==> src/rtl/imem_boot_pkg.sv <==
// rtl/imem_boot_pkg.sv - shared states, constants and helpers for the instruction-memory boot loader
package imem_boot_pkg;

  typedef enum logic [2:0] {IDLE, RECV, WRITE, DONE, ERROR} state_e;

  localparam int BYTES_PER_WORD = 4;
  // Also sizes the instruction memory itself, so both sides agree on the word count.
  localparam int DEFAULT_DEPTH = 32;

  function automatic int clog2(input int value);
    int r;
    r = 0;
    while ((1 << r) < value) r = r + 1;
    return r;
  endfunction

endpackage

==> src/rtl/imem_byte_packer.sv <==
// rtl/imem_byte_packer.sv - assembles little-endian 32-bit words from an accepted byte stream
module imem_byte_packer
  import imem_boot_pkg::*;
(
  input  logic        clk,
  input  logic        reset,
  input  logic        flush,
  input  logic        in_valid,
  input  logic [7:0]  in_data,
  output logic        word_valid,
  output logic [31:0] word_data
);

  logic [1:0]  lane_q, lane_d;
  logic [23:0] acc_q, acc_d;

  always_comb begin
    lane_d = lane_q;
    acc_d  = acc_q;
    if (flush) begin
      lane_d = '0;
      acc_d  = '0;
    end else if (in_valid) begin
      lane_d = lane_q + 2'd1;
      case (lane_q)
        2'd0:    acc_d[7:0]   = in_data;
        2'd1:    acc_d[15:8]  = in_data;
        2'd2:    acc_d[23:16] = in_data;
        default: acc_d        = acc_q;
      endcase
    end
  end

  always_ff @(posedge clk or posedge reset) begin
    if (reset) begin
      lane_q <= '0;
      acc_q  <= '0;
    end else begin
      lane_q <= lane_d;
      acc_q  <= acc_d;
    end
  end

  // The top byte never lands in the register: the word is complete on the handshake itself.
  assign word_valid = in_valid && (lane_q == 2'(BYTES_PER_WORD - 1));
  assign word_data  = {in_data, acc_q};

endmodule

==> src/rtl/imem_boot_loader.sv <==
// rtl/imem_boot_loader.sv - loads a byte-streamed program into instruction memory and holds the core until done
module imem_boot_loader
  import imem_boot_pkg::*;
#(
  parameter int DEPTH   = DEFAULT_DEPTH,
  parameter int LEN_W   = 6,
  parameter int TIMEOUT = 1024
) (
  input  logic                      clk,
  input  logic                      reset,
  input  logic                      load_start,
  input  logic [LEN_W-1:0]          load_len,
  input  logic                      byte_valid,
  input  logic [7:0]                byte_data,
  output logic                      byte_ready,
  output logic                      imem_we,
  output logic [clog2(DEPTH)-1:0]   imem_waddr,
  output logic [31:0]               imem_wdata,
  output logic                      cpu_hold,
  output logic                      busy,
  output logic                      done,
  output logic                      error
);

  localparam int AW = clog2(DEPTH);
  localparam int TW = clog2(TIMEOUT + 1);

  state_e           state_q, state_d;
  logic [LEN_W-1:0] len_q, len_d;
  logic [LEN_W-1:0] wcnt_q, wcnt_d;
  logic [TW-1:0]    tcnt_q, tcnt_d;
  logic [AW-1:0]    imem_waddr_q, imem_waddr_d;
  logic [31:0]      imem_wdata_q, imem_wdata_d;
  logic             byte_ready_q, imem_we_q, cpu_hold_q, busy_q, done_q, error_q;

  logic        accept, timeout_hit, flush;
  logic        word_valid;
  logic [31:0] word_data;

  assign accept      = byte_valid && byte_ready_q;
  assign timeout_hit = (state_q == RECV) && !accept && (tcnt_q == TW'(TIMEOUT - 1));
  assign flush       = (state_q != RECV) || timeout_hit;

  imem_byte_packer u_packer (
    .clk        (clk),
    .reset      (reset),
    .flush      (flush),
    .in_valid   (accept),
    .in_data    (byte_data),
    .word_valid (word_valid),
    .word_data  (word_data)
  );

  always_comb begin
    state_d      = state_q;
    len_d        = len_q;
    wcnt_d       = wcnt_q;
    tcnt_d       = tcnt_q;
    imem_waddr_d = imem_waddr_q;
    imem_wdata_d = imem_wdata_q;
    case (state_q)
      IDLE, DONE, ERROR: begin
        if (load_start) begin
          len_d  = load_len;
          wcnt_d = '0;
          tcnt_d = '0;
          if (load_len == '0)                      state_d = DONE;
          else if (32'(load_len) > 32'(DEPTH))     state_d = ERROR;
          else                                     state_d = RECV;
        end
      end
      RECV: begin
        if (word_valid) begin
          state_d      = WRITE;
          tcnt_d       = '0;
          imem_waddr_d = wcnt_q[AW-1:0];
          imem_wdata_d = word_data;
        end else if (accept) begin
          tcnt_d = '0;
        end else if (timeout_hit) begin
          state_d = ERROR;
        end else begin
          tcnt_d = tcnt_q + TW'(1);
        end
      end
      WRITE: begin
        wcnt_d  = wcnt_q + LEN_W'(1);
        tcnt_d  = '0;
        state_d = ((wcnt_q + LEN_W'(1)) == len_q) ? DONE : RECV;
      end
      default: state_d = IDLE;
    endcase
  end

  // Status flops follow the next state so every output is a clean register.
  always_ff @(posedge clk or posedge reset) begin
    if (reset) begin
      state_q      <= IDLE;
      len_q        <= '0;
      wcnt_q       <= '0;
      tcnt_q       <= '0;
      imem_waddr_q <= '0;
      imem_wdata_q <= '0;
      byte_ready_q <= 1'b0;
      imem_we_q    <= 1'b0;
      cpu_hold_q   <= 1'b1;
      busy_q       <= 1'b0;
      done_q       <= 1'b0;
      error_q      <= 1'b0;
    end else begin
      state_q      <= state_d;
      len_q        <= len_d;
      wcnt_q       <= wcnt_d;
      tcnt_q       <= tcnt_d;
      imem_waddr_q <= imem_waddr_d;
      imem_wdata_q <= imem_wdata_d;
      byte_ready_q <= (state_d == RECV);
      imem_we_q    <= (state_d == WRITE);
      cpu_hold_q   <= (state_d != DONE);
      busy_q       <= (state_d == RECV) || (state_d == WRITE);
      done_q       <= (state_d == DONE);
      error_q      <= (state_d == ERROR);
    end
  end

  assign byte_ready = byte_ready_q;
  assign imem_we    = imem_we_q;
  assign imem_waddr = imem_waddr_q;
  assign imem_wdata = imem_wdata_q;
  assign cpu_hold   = cpu_hold_q;
  assign busy       = busy_q;
  assign done       = done_q;
  assign error      = error_q;

endmodule

==> config.mk <==
export PLATFORM = sky130hd
export DESIGN_NAME = imem_boot_loader
export DESIGN_NICKNAME = d
export VERILOG_FILES = /design/src/rtl/imem_boot_pkg.sv /design/src/rtl/imem_byte_packer.sv /design/src/rtl/imem_boot_loader.sv
export SDC_FILE = /design/constraint.sdc
export NUM_CORES = 1
export LEC_CHECK = 0
export BUFFER_PORTS_ARGS = -buffer_cell sky130_fd_sc_hd__buf_2
export CORE_ASPECT_RATIO = 0.8
export CORE_MARGIN = 4
export CORE_UTILIZATION = 48
export DETAILED_ROUTE_END_ITERATION = 8
export PLACE_DENSITY = 0.74
export SETUP_SLACK_MARGIN = 0.5
export SLEW_MARGIN = 40
export SYNTH_ARGS = -nofsm -noshare
export SYNTH_HDL_FRONTEND = slang
export SYNTH_SLANG_ARGS = --single-unit
==> constraint.sdc <==
create_clock -name clk -period 3 [get_ports clk]
set_input_delay 0.6 -clock clk [delete_from_list [all_inputs] [get_ports clk]]
set_output_delay 0.6 -clock clk [all_outputs]
set_load 0.02 [all_outputs]
==> summary.log <==
[yosys] sequential fraction of the synthesis area 56.1%
[global_routing] wire length of the first global-routing pass 15300 um
[finish] n_diodes 0
[die] core region area 0.00856 sq mm
[die] Die Ht 92.1 um
[timing] post-route fraction of the period consumed by the critical path 72.8%
[worst_setup_path] Worst path slowest cell sky130_fd_sc_hd__or4_4
[placement] pre-CTS WS 0.857 ns
[finish] most common library cell in the layout ignoring fill and taps sky130_fd_sc_hd__dfrtp_1
[yosys] post-synthesis async set-or-reset flop share 100%
[timing] post-route worst setup slack 0.817 ns
[yosys] Gate Count Post-Synth 389
[finish] Syn-to-layout area delta 15.4%
[route] DRC violations left 0
[worst_setup_path] sort of element at the end of the critical path flip-flop
[clocking] clock root buffer sky130_fd_sc_hd__clkbuf_8
[placement] Detailed Place HPWL 6460 um
[route] number of DRC markers in iteration 0 185
[global_routing] gr usage total 18.1%
[power] leak pwr 2.35 nW
[finish] fin nets 469
[worst_setup_path] Critical Path RT 3.21 ns
[clocking] number of H-tree levels 3
[yosys] post-synthesis area per instance 10.9 sq um
[timing] maximum clock skew at final layout 0.0126 ns
[die] Rows 30
[placement] number of port buffers 60
[power] clock network fraction of total power 27.3%
[clocking] number of instances resized during post-cts repair 0
[timing] maximum clock frequency 458 MHz
[die] Die ar. 0.0104 sq mm
[worst_setup_path] Largest stage delay, worst path 0.55 ns
[yosys] post-synth design cell area 0.00424 sq mm
[timing] Period minus WS final 2.18 ns
[route] First-pass DRT Iterations 4
[timing] setup_tns 0 ns
[power] combinational share of power 22.5%
[route] drt total wl 9150 um
[yosys] Syn Nets 413
[global_routing] antenna violations before repair 0
[clocking] clock-pin slew on the worst setup and hold paths 0.08 ns
[yosys] Netlist cell types 48
[power] register share of total power 50.2%
[worst_setup_path] gate family responsible for the most delay along the worst path simple AND/OR/NAND/NOR gates
[global_routing] grt ovf 0
[clocking] CTS tree done
[worst_setup_path] maximum fanout along the worst path 12
[worst_hold_path] Hold WC Path Type in -> async
[finish] share of layout cells above drive strength 1 29.6%
[yosys] number of enable flip-flop cells after synthesis 0
[timing] hold violation total from the final report 0
[clocking] latest clock arrival within the worst-skew pair 0.35 ns
[yosys] Warnings, synthesis 0
[power] design internal power 2.08 mW
[timing] Slew @ Worst Pin 0.465 ns
[route] vias 3159
[worst_setup_path] crit start category flip-flop
[worst_setup_path] CP cell instances ha_1 -> nand2_2 -> or4_4 -> o211ai_2 -> or4_1 -> a21oi_1
[route] Vias per Instance 5.63
[die] Top Ports 61
[finish] most used cells in the layout excluding fill and tap cells sky130_fd_sc_hd__dfrtp_1 (94), sky130_fd_sc_hd__buf_2 (60), sky130_fd_sc_hd__nand2_1 (46)
[power] Peak supply drop 0.305 mV
[power] switching power as a share of total power 32.6%
[global_routing] via count of the first global-routing pass 3147
[global_routing] largest net degree at the start of global routing 38
[die] horizontal die dimension 113 um
[die] Starting Density 49.5%
[power] P_sw 1.01 mW
[worst_setup_path] start-to-end type of the worst setup path reg -> reg
[clocking] post-CTS repair timing setup buffer count 0
[status] run status finished clean
[worst_setup_path] Critical Path AT 2.40 ns
[timing] number of endpoints failing setup at the final stage 0
[placement] GP Congestion 0.809
[clocking] number of hold-repair buffers added at the cts stage 0
[power] cell area power density 631 mW/mm^2
[yosys] dominant synthesized flop cell sky130_fd_sc_hd__dfrtp_1
[clocking] clock sink count 95
[route] remaining antenna violation count 0
[worst_setup_path] number of buffers and inverters on the critical path 0
[clocking] Max clock buf depth 2
[run] number of maximum-capacitance violations 0
[timing] unrepaired setup endpoints after global routing false
[route] per-cell routed wire length 16.3 um
[clocking] number of buffers created by CTS 9
[timing] final count of pins violating max slew 0
[timing] worst rel slew slack 68.9%
[yosys] number of flip-flops and latches in the synthesized netlist 95
logic make-up (layout without fill, tap and decap cells):
family	after synthesis	in the layout	share of synthesized area, %
flops	95	95	56.1
mux	43	43	11.4
fa+ha+maj	6	6	1.77
simple gates	135	135	15.7
buf+inv	27	87	2.83
compound gates	77	77	11.0
xor+xnor	6	6	1.24
per-layer routing:
layer | GRT usage [%] | part of all wire, % | routed length [um]
met5 | 0 | 0 | 0
met4 | 4.70 | 0.82 | 75
met3 | 4.49 | 4.8 | 441
met1 | 24.9 | 47 | 4270
met2 | 28.9 | 48 | 4360
cell usage after synthesis, types with 2 or more instances:
cell / n / area share [%]
sky130_fd_sc_hd__nor3_1: 5 / 0.59
sky130_fd_sc_hd__a21oi_1: 34 / 4.0
sky130_fd_sc_hd__and3_1: 7 / 1.0
sky130_fd_sc_hd__nor2_1: 16 / 1.4
sky130_fd_sc_hd__xnor2_1: 3 / 0.62
sky130_fd_sc_hd__nand3_1: 36 / 4.3
sky130_fd_sc_hd__and2_1: 3 / 0.44
sky130_fd_sc_hd__clkbuf_1: 9 / 0.80
sky130_fd_sc_hd__nor2b_1: 4 / 0.59
sky130_fd_sc_hd__a31oi_1: 4 / 0.59
sky130_fd_sc_hd__xor2_1: 3 / 0.62
sky130_fd_sc_hd__or3_1: 2 / 0.30
sky130_fd_sc_hd__nand2b_1: 2 / 0.30
sky130_fd_sc_hd__dfrtp_1: 94 / 55
sky130_fd_sc_hd__nand2_1: 46 / 4.1
sky130_fd_sc_hd__buf_4: 3 / 0.53
sky130_fd_sc_hd__mux2_2: 43 / 11
sky130_fd_sc_hd__buf_1: 3 / 0.27
sky130_fd_sc_hd__a211o_1: 2 / 0.41
sky130_fd_sc_hd__nand4_1: 2 / 0.30
sky130_fd_sc_hd__inv_1: 6 / 0.53
sky130_fd_sc_hd__or4_1: 4 / 0.71
sky130_fd_sc_hd__and3b_1: 2 / 0.41
sky130_fd_sc_hd__buf_2: 6 / 0.71
sky130_fd_sc_hd__o21ai_0: 12 / 1.4
sky130_fd_sc_hd__ha_1: 6 / 1.8
sky130_fd_sc_hd__o31a_1: 2 / 0.41
sky130_fd_sc_hd__o31ai_1: 7 / 1.2
sky130_fd_sc_hd__o21ai_1: 4 / 0.47
sequential cells by signal, indices dropped and copies added (netlist names):
signal and count:
cpu_hold 1, u_packer.acc_q 24, u_packer.lane_q 2, tcnt_q 11, done 1, error 1
byte_ready 1, wcnt_q 6, imem_wdata 32, imem_waddr 5, state_q 3, len_q 6
busy 1, imem_we 1
stage by stage:
| step | hold WS, ns | utilization, % | area, sq um | cells | power [mW] |
|---|---|---|---|---|---|
| 2_1_floorplan | 0.465 | - | 4240 | 389 | 2.06 |
| 3_3_place_gp | 0.484 | 54.5 | 4670 | 545 | 2.23 |
| 3_5_place_dp | 0.490 | 54.5 | 4670 | 545 | 2.26 |
| 4_1_cts | 0.406 | 56.8 | 4860 | 560 | 3.09 |
| 5_1_grt | 0.237 | 57.2 | 4890 | 561 | 3.26 |
| 6_report | 0.233 | 57.2 | 4890 | 561 | 3.08 |
final cells by class:
cell class	instances	area, sq um
fillers	719	3670
inverters	6	26.3
well taps	112	140
flip-flops and latches	95	2380
multi-input cells	267	1750
clock inverters	4	55.1
clock buffers	11	141
repair buffers	66	403
power by group through the flow:
| stage | clock network [mW] | logic, mW | registers [mW] |
|---|---|---|---|
| after floorplan | 0 | 0.508 | 1.55 |
| after global placement | 0 | 0.662 | 1.56 |
| after detailed placement | 0 | 0.686 | 1.57 |
| after CTS | 0.856 | 0.692 | 1.55 |
| after global routing | 0.912 | 0.782 | 1.57 |
| final | 0.844 | 0.693 | 1.55 |
path summary, 6_finish.rpt:
check                               start              to  slack (ns)  cells after the start
hold reg to reg            imem_wdata[26]  imem_wdata[26]        0.51                      1
setup / recovery                tcnt_q[0]       tcnt_q[5]        0.82                      6
setup reg to reg                tcnt_q[0]       tcnt_q[5]        0.82                      6
max in group asynchronous           reset        cpu_hold        2.21                      3
min in group clk              load_len[0]        len_q[0]        0.49                      2
hold / removal                      reset       tcnt_q[7]        0.23                      2
(Power assumes the default switching activity.)
